==> src/rtl/seq_eqcmp.sv <==
// seq_eqcmp: multi-cycle lane-wise equality comparator.
//
// Compares two packed vectors of LANES elements (WIDTH bits each), one lane
// per clock, so wide operands need only a single WIDTH-bit comparator.
// A start in IDLE latches both operands, then RUN walks lanes 0..LANES-1
// (always LANES cycles, no early exit), then DONE pulses done for one cycle.
//
// Ports:
//   clk      in   system clock, rising edge
//   reset    in   synchronous active-high reset
//   start    in   compare request, sampled only in IDLE
//   a, b     in   operands, lane i = x[i*WIDTH +: WIDTH]
//   busy     out  high while lanes are being compared
//   done     out  one-cycle pulse, results valid
//   eq       out  all lanes equal
//   mask     out  bit i set when lane i is equal
//   first_ne out  lowest mismatching lane index, 0 when eq=1
module seq_eqcmp #(
   parameter  int unsigned WIDTH = 8,
   parameter  int unsigned LANES = 4,
   localparam int unsigned IDXW  = $clog2(LANES)
) (
   input  logic                     clk,
   input  logic                     reset,
   input  logic                     start,
   input  logic [WIDTH*LANES-1:0]   a,
   input  logic [WIDTH*LANES-1:0]   b,
   output logic                     busy,
   output logic                     done,
   output logic                     eq,
   output logic [LANES-1:0]         mask,
   output logic [IDXW-1:0]          first_ne
);

   localparam logic [IDXW-1:0] LastLane = IDXW'(LANES - 1);

   typedef enum logic [1:0] {StIdle, StRun, StDone} state_e;

   state_e                        state_q;
   logic [LANES-1:0][WIDTH-1:0]   a_q;
   logic [LANES-1:0][WIDTH-1:0]   b_q;
   logic [IDXW-1:0]               cnt_q;
   logic                          found_q;
   logic                          busy_q;
   logic                          done_q;
   logic                          eq_q;
   logic [LANES-1:0]              mask_q;
   logic [IDXW-1:0]               first_ne_q;
   logic                          lane_eq;

   // Single shared comparator, steered by the lane counter.
   assign lane_eq = (a_q[cnt_q] == b_q[cnt_q]);

   always_ff @(posedge clk) begin
      if (reset) begin
         state_q    <= StIdle;
         a_q        <= '0;
         b_q        <= '0;
         cnt_q      <= '0;
         found_q    <= 1'b0;
         busy_q     <= 1'b0;
         done_q     <= 1'b0;
         eq_q       <= 1'b0;
         mask_q     <= '0;
         first_ne_q <= '0;
      end else begin
         case (state_q)
            StIdle: begin
               if (start) begin
                  a_q        <= a;
                  b_q        <= b;
                  mask_q     <= '0;
                  first_ne_q <= '0;
                  found_q    <= 1'b0;
                  cnt_q      <= '0;
                  busy_q     <= 1'b1;
                  state_q    <= StRun;
               end
            end
            StRun: begin
               mask_q[cnt_q] <= lane_eq;
               // Only the first mismatch is recorded.
               if (!lane_eq && !found_q) begin
                  first_ne_q <= cnt_q;
                  found_q    <= 1'b1;
               end
               if (cnt_q == LastLane) begin
                  // Include the lane being compared on this edge.
                  eq_q    <= lane_eq & ~found_q;
                  busy_q  <= 1'b0;
                  done_q  <= 1'b1;
                  state_q <= StDone;
               end else begin
                  cnt_q <= cnt_q + IDXW'(1);
               end
            end
            StDone: begin
               done_q  <= 1'b0;
               state_q <= StIdle;
            end
            default: begin
               busy_q  <= 1'b0;
               done_q  <= 1'b0;
               state_q <= StIdle;
            end
         endcase
      end
   end

   assign busy     = busy_q;
   assign done     = done_q;
   assign eq       = eq_q;
   assign mask     = mask_q;
   assign first_ne = first_ne_q;

endmodule

==> config.mk <==
export PLATFORM = sky130hd
export DESIGN_NAME = seq_eqcmp
export DESIGN_NICKNAME = d
export VERILOG_FILES = /design/src/rtl/seq_eqcmp.sv
export SDC_FILE = /design/constraint.sdc
export NUM_CORES = 1
export LEC_CHECK = 0
export BUFFER_PORTS_ARGS = -buffer_cell sky130_fd_sc_hd__buf_2
export CORE_MARGIN = 5
export CORE_UTILIZATION = 45
export CTS_CLUSTER_DIAMETER = 100
export DETAILED_ROUTE_END_ITERATION = 10
export GPL_ROUTABILITY_DRIVEN = 0
export PLACE_DENSITY_LB_ADDON = 0.08
export SLEW_MARGIN = 5
export SYNTH_ARGS = -nofsm -noshare
export SYNTH_HDL_FRONTEND = slang
export SYNTH_SLANG_ARGS = --single-unit
==> constraint.sdc <==
create_clock -name clk -period 3.65 [get_ports clk]
set_clock_uncertainty 0.2 [all_clocks]
set_input_delay 0.1825 -clock clk [delete_from_list [all_inputs] [get_ports clk]]
set_output_delay 0.1825 -clock clk [all_outputs]
set_load 0.01 [all_outputs]
==> impl_results.md, run 1 <==
* Mux cell area share after synthesis at 0.0127
* Die Span Y at ~94 µm
* Number of global-route vias before repair at ~2900
* Setup-failing EPs final at 0
* Post-CTS setup buffers at 0
* GRT Residual Overflow at 0
* Place WS at between 1500 and 2000 ps
* Crit Path Class: reg2reg
* Most used flip-flop cell after synthesis: sky130_fd_sc_hd__dfxtp_1
* Commonest non-fill, non-tap cells in the layout: sky130_fd_sc_hd__nand2_1, sky130_fd_sc_hd__dfxtp_1, sky130_fd_sc_hd__buf_2
* Total negative slack for setup checks at 0 ps
* Global-route total usage across every layer at 0.187
* Count of distinct cell types in the synthesized netlist at 27
* Setup repair after global routing missed its margin: false
* Wire per inst at roughly 13 µm
* Synth-to-layout area growth at 41.6%
* Main combinational cell family by area after synthesis: simple AND/OR/NAND/NOR gates
* Cells along the critical path: inv_2 > nor4_1 > o22ai_1 > o22ai_1 > nand2b_1 > o31ai_1
* Clock Pin Slew Worst Setup and Hold Paths at approximately 70 ps
* Remaining routing DRC violations at 0
* Synth Net Count at between 400 and 500
* Via-to-Cell Ratio at roughly 4.7
* Average size of a mapped cell at approximately 8.0 µm²
* Total power per unit cell area at about 440 nW/µm²
* Final count of pins violating max slew at 0
* Post-synthesis sequential area ratio at 0.495
* Quantity of I/O buffers inserted on ports at between 70 and 80
* Element type at the critical path start: flip-flop
* Wire length of the first global-routing pass at around 13 mm
* Total of hold buffers inserted after clock tree synthesis at 64
* Number of synthesized flops with an enable pin at 0
* Die outline area at slightly below 9000 µm²
* Leak at between 2 and 2.5 nW
* Final nets at about 600
* Post-synthesis compound-gate area fraction at 0.136
* Top delay family on crit path: compound AO/OA/AOI/OAI gates
* Count of cells resized by post-cts repair at 0
* Number of register bits inferred by synthesis at 78
* Final Cell Area at 4470 µm²
* Maximum single-stage delay on the critical path at about 520 ps
* Post-route core utilization at 0.658
* Slowest cell on the critical path: sky130_fd_sc_hd__dfxtp_1
* Post-Route M1 WL at ~3.6 mm
* Post-layout min period at about 2100 ps
* Effective utilization at floorplan at 0.464
* Timing-limited maximum frequency at approximately 480 MHz
* Core area at a little under 7000 µm²
* Proportion of netlist area held by the largest area contributor at 0.495
* Most frequent standard cell in the layout excluding fill and tap cells: sky130_fd_sc_hd__nand2_1
* Tcrit/Tclk final at 0.569
* Total of max-cap violations at 0
* Number of antenna violations at the first check in global routing at 0
* Data required, critical path at 3710 ps
* Largest net degree at the start of global routing at 48
* Instance area at placement at between 3000 and 4000 µm²
* Ports at 76
* Max FO, Critical Path at 10
* Detail Route Antenna Nets at 0
* Post-synthesis async set-or-reset flop share at 0
* Overall via count from detail_route at between 2000 and 3000
* IR Drop Worst-Case VDD at ~0.25 mV
* Leading cell types by total area after synthesis: sky130_fd_sc_hd__dfxtp_1, sky130_fd_sc_hd__nand2_1, sky130_fd_sc_hd__a21oi_1
* Arrival time reported for the critical path endpoint at approximately 2100 ps
* Final WS setup at around 1600 ps
* Fraction of the mapped netlist area in simple logic gates at 0.219
* Most frequent CP cell: sky130_fd_sc_hd__o22ai_1
* Drt total wl at slightly below 8 mm
* First-iteration detailed-routing DRC count at 90
* Leading area contributor after synthesis: sky130_fd_sc_hd__dfxtp_1
* Die width at between 90 and 100 µm
* Number of levels in the clock H-tree at 3
* Number of CTS-inserted buffers at 9
* Clock network latency to the later pin of the worst-skew pair at about 350 ps
* Met2 WL at roughly 3.8 mm
* Yosys warns at 0
* Post-synthesis share of cell area spent on full adders, half adders and majority gates at 0.0159
* Worst setup EP type: flip-flop
* Clock tree from TritonCTS: built
* Least-Margin Pin Slew at approximately 700 ps
* Total iterations of the first detailed-routing run at 4
* Post-detail-place hpwl at about 5 mm
* Path type of the worst min-delay path: in2reg
* Routed wire length on met3 at about 320 µm
* Buffers from clock root to sink, at most at 2
* Number of standard cells after synthesis at ~400
* Count of endpoints failing hold in the final timing report at 0
* Proportion of layout cells with a drive suffix above 1 at 0.183
* Highest layer used for signal routing: met4
* Xor-xnor portion of the synthesized cell area at 0.0888
* Final antenna diode count at 0
* Fill count at roughly 560
* Buffer type at the clock tree root: sky130_fd_sc_hd__clkbuf_8
* Post-synthesis cell area at approximately 3200 µm²
* Number of clock sinks at 78
* Result of the run: finished, final reports clean
* Standard-cell rows at 30
* Slew headroom at 0.530
* Buffer and inverter count on the worst path at 1
final cells by class:
type,count,area [µm²],share of cell area
tap,96,120,0.0269
inverter,2,7.51,0.00168
sequential,78,1560,0.349
timing repair buffer,143,1050,0.234
clock buffer,11,141,0.0316
multi-input combinational,292,1500,0.335
clock inverter,4,95.1,0.0213
per-stage QoR:
step / power [mW] / hold WS (ps) / cells
after detailed placement: 1.16 / 228 / 547
after CTS: 1.98 / 37.6 / 626
after floorplan: 1.08 / 118 / 395
after global routing: 2.06 / 77.8 / 626
after global placement: 1.16 / 223 / 547
final: 1.96 / 50.4 / 626
logic make-up after synthesis:
group / Yosys count
adders and majority gates: 4
buffers and inverters: 25
muxes: 4
AOI/OAI and AO/OA: 83
DFF: 78
xor gates and xnor gates: 32
and+or+nand+nor: 169
metal layers:
layer	global-route usage	vias up
li1	-	1552
met4	0.0854	0
met5	0	-
met2	0.309	60
met3	0.0353	15
met1	0.236	1296
cells in the mapped netlist (2+ instances only):
master,number
sky130_fd_sc_hd__buf_1,6
sky130_fd_sc_hd__buf_2,6
sky130_fd_sc_hd__ha_1,4
sky130_fd_sc_hd__clkbuf_1,11
sky130_fd_sc_hd__dfxtp_1,78
sky130_fd_sc_hd__nand2b_1,2
sky130_fd_sc_hd__nand2_1,138
sky130_fd_sc_hd__nor3_1,4
sky130_fd_sc_hd__a21oi_1,69
sky130_fd_sc_hd__nor2_1,7
sky130_fd_sc_hd__nand3_1,4
sky130_fd_sc_hd__o21ai_0,8
sky130_fd_sc_hd__o22ai_1,2
sky130_fd_sc_hd__mux2i_1,4
sky130_fd_sc_hd__and2_1,2
sky130_fd_sc_hd__nor4_1,8
sky130_fd_sc_hd__xor2_1,32
power breakdown:
group / total (mW) / switching, mW / internal [mW] / leakage, nW
combinational: 0.266 / 0.129 / 0.136 / 1.24
sequential: 0.928 / 0.0317 / 0.896 / 0.639
clock: 0.765 / 0.297 / 0.468 / 0.119
total: 1.96 / 0.458 / 1.50 / 2.00
path summary, 6_finish.rpt:
kind	from	to	slack, ps	depth (start not counted)
worst max-delay path	cnt_q[0]	eq	1570	6
worst min-delay path	start	state_q[0]	50	3
worst max register to register	cnt_q[0]	eq	1570	6
worst min register to register	b_q[6]	b_q[6]	270	2
sequential cells by signal, summed over array words and instances (netlist names):
name,cells
b_q,32
mask,4
cnt_q,2
first_ne,2
found_q,1
busy,1
done,1
eq,1
a_q,32
state_q,2
worst register-to-register path, stage by stage, from the launching register on:
cell	delay, ps
sky130_fd_sc_hd__dfxtp_1	520
sky130_fd_sc_hd__inv_2	170
sky130_fd_sc_hd__nor4_1	290
sky130_fd_sc_hd__o22ai_1	150
sky130_fd_sc_hd__o22ai_1	250
sky130_fd_sc_hd__nand2b_1	180
sky130_fd_sc_hd__o31ai_1	240
(Power assumes the default switching activity.)
==> run 2, diff against run 1 <==
==> constraint.sdc (replaced) <==
create_clock -name clk -period 2.1 [get_ports clk]
set_clock_uncertainty 0.2 [all_clocks]
set_input_delay 0.105 -clock clk [delete_from_list [all_inputs] [get_ports clk]]
set_output_delay 0.105 -clock clk [all_outputs]
set_load 0.01 [all_outputs]
==> run 2 against run 1 <==
Compared with the run above:
- combinational power is 84% higher
- sequential power rose by 73%
- critical endpoint is now cnt_q[0]
- wire length up 2.7%
- sequential cell count unchanged
- die area stayed put
- sequential share of layout area decreased by 0.61 points
- largest power group unchanged
- clock-buffer cell count fell by 1
- clock power is 66% higher
- final cell count increased by 1.3%
==> impl_results.md, run 2 (synthesis results as in run 1) <==
* Result of the run: finished, final reports clean
* Length in cells of the worst reg-to-reg path at 5 (-1)
* Buffer and inverter count on the worst path at 1 (unchanged)
* Total negative slack for setup checks at 0 ps (unchanged)
* Total iterations of the first detailed-routing run at 5 (+1)
* Proportion of layout cells with a drive suffix above 1 at 0.201 (+0.0177)
* Origin of the worst setup path: cnt_q[0]
* Buffer type at the clock tree root: sky130_fd_sc_hd__clkbuf_8
* Worst hold start: busy
* Final cell count without fillers at 634 (+1.3%)
* Path type of the worst min-delay path: reg2reg
* Drt total wl at 8.08 mm (+2.7%)
* Slowest cell on the critical path: sky130_fd_sc_hd__dlygate4sd3_1
* Origin of the critical flop-to-flop path: cnt_q[0]
* Via-to-Cell Ratio at 4.76 (+1.9%)
* First-iteration detailed-routing DRC count at 109 (+21%)
* Met3 Use GR at 0.0313 (-0.00401)
* Largest net degree at the start of global routing at 47 (-2.1%)
* Ports at 76 (unchanged)
* Number of antenna violations at the first check in global routing at 0 (unchanged)
* Number of instances on the worst hold path at 2 (-1)
* Synth-to-layout area growth at 44.3%
* Clock tree from TritonCTS: built
* Setup-failing EPs final at 0 (unchanged)
* Quantity of I/O buffers inserted on ports at 75 (unchanged)
* Final count of pins violating max slew at 0 (unchanged)
* Data required, critical path at 2130 ps (-1580 ps)
* GRT Residual Overflow at 0 (unchanged)
* Instance count on the critical path at 5 (-1)
* Total of max-cap violations at 0 (unchanged)
* Post-CTS setup buffers at 0 (unchanged)
* Final nets at 604 (+1.2%)
* Max FO, Critical Path at 8 (-2)
* Leak at 2.05 nW (+2.1%)
* Arrival time reported for the critical path endpoint at 2010 ps (-130 ps)
* Busiest layer in global routing: met2
* Total power per unit cell area at 739 nW/µm² (+69%)
* Most frequent standard cell in the layout excluding fill and tap cells: sky130_fd_sc_hd__nand2_1
* Slew headroom at 0.711 (+0.181)
* Final Cell Area at 4550 µm² (+1.9%)
* Commonest non-fill, non-tap cells in the layout: sky130_fd_sc_hd__nand2_1, sky130_fd_sc_hd__dfxtp_1, sky130_fd_sc_hd__buf_2
* Timing-limited maximum frequency at 506 MHz (+5.1%)
* Number of levels in the clock H-tree at 3 (unchanged)
* Worst-case hold slack at 267 ps (+216 ps)
* Standard-cell rows at 30 (unchanged)
* Final antenna diode count at 0 (unchanged)
* Tcrit/Tclk final at 0.942 (+0.372)
* Maximum single-stage delay on the critical path at 560 ps (+40 ps)
* Clock network latency to the later pin of the worst-skew pair at 350 ps (about the same)
* Final WS setup at 122 ps (-1450 ps)
* Worst setup EP type: flip-flop
* Cells along the critical path: ha_1 > and2_1 > o21ai_0 > a21oi_1 > dlygate4sd3_1
* Setup repair after global routing missed its margin: false
* Top delay family on crit path: buffers and inverters
* Number of global-route vias before repair at 3025 (+4.9%)
* Post-detail-place hpwl at 5.10 mm (+4.0%)
* Buffers from clock root to sink, at most at 2 (unchanged)
* Core area at 6790 µm² (unchanged)
* Cell Count Post-Placement at 551 (+0.73%)
* Place WS at 49.8 ps (-1480 ps)
* Detail Route Antenna Nets at 0 (unchanged)
* Post-route core utilization at 0.670 (+0.0127)
* Met1 routing resource usage after global routing at 0.231 (-0.00425)
* Clock Pin Slew Worst Setup and Hold Paths at 80 ps (about the same)
* Die Span Y at 93.7 µm (unchanged)
* Post-layout min period at 1980 ps (-100 ps)
* Crit Path Class: reg2reg
* Die width at 93.7 µm (unchanged)
* Number of clock sinks at 78 (unchanged)
* Instance area at placement at 3630 µm² (+1.2%)
* Die outline area at 8790 µm² (unchanged)
* Remaining routing DRC violations at 0 (unchanged)
* Element type at the critical path start: flip-flop
* Wire per inst at 12.7 µm (+1.4%)
* Count of endpoints failing hold in the final timing report at 0 (unchanged)
* Global-route total usage across every layer at 0.194 (+0.00731)
* GRT met2 Usage at 0.342 (+0.0331)
* Total Power Consumption at 3.37 mW (+72%)
* Overall via count from detail_route at 3018 (+3.3%)
* IR Drop Worst-Case VDD at 0.414 mV (+67%)
* Least-Margin Pin Slew at 433 ps (-272 ps)
* Wire length of the first global-routing pass at 13.5 mm (+3.4%)
* Number of CTS-inserted buffers at 9 (unchanged)
* Effective utilization at floorplan at 0.464 (unchanged)
-- run 2: cell types whose count changed in the layout (fill, tap and decap cells not counted), moves of 2 or more --
cell	before	now
sky130_fd_sc_hd__dfxtp_2	0	2
sky130_fd_sc_hd__dlygate4sd3_1	64	67
sky130_fd_sc_hd__nor4_1	8	6
sky130_fd_sc_hd__nor4_2	0	2
sky130_fd_sc_hd__dfxtp_1	78	76
sky130_fd_sc_hd__buf_4	4	7
sky130_fd_sc_hd__inv_6	0	2
-- run 2: tightest hold or removal path: cells and delay by family, from the launching register on --
family,cells,cell delay (ps)
AO/OA/AOI/OAI,1,50
flip-flops,1,320
AND/OR/NAND/NOR,1,50
-- run 2: power by group --
group          internal (mW)  switching (mW)  leakage (nW)
sequential              1.56          0.0544         0.640
clock                  0.710           0.555         0.117
combinational          0.256           0.233          1.29
total                   2.52           0.843          2.05
-- run 2: cell type report --
cell class / count / area (µm²)
inverters: 2 / 7.51
multi-input cells: 292 / 1520
clock inverters: 6 / 91.3
well taps: 96 / 120
clock buffers: 10 / 138
repair buffers: 150 / 1120
flip-flops and latches: 78 / 1560
fillers: 601 / 2240
-- run 2: per-layer routing --
metal,vias up,share of wire
met4,0,0.017
li1,1571,-
met5,-,0
met2,70,0.49
met1,1366,0.45
met3,11,0.042
-- run 2: final timing paths --
| kind | slack [ps] | endpoint |
|---|---|---|
| hold / removal | 270 | busy |
| setup reg to reg | 120 | cnt_q[0] |
| setup / recovery | 120 | cnt_q[0] |
| hold reg to reg | 270 | busy |
-- run 2: what timing repair did --
item	CTS	global route
gates resized for setup	0	5
setup endpoints to repair	0	9
endpoints found under the hold margin	70	0
hold buffers	67	0
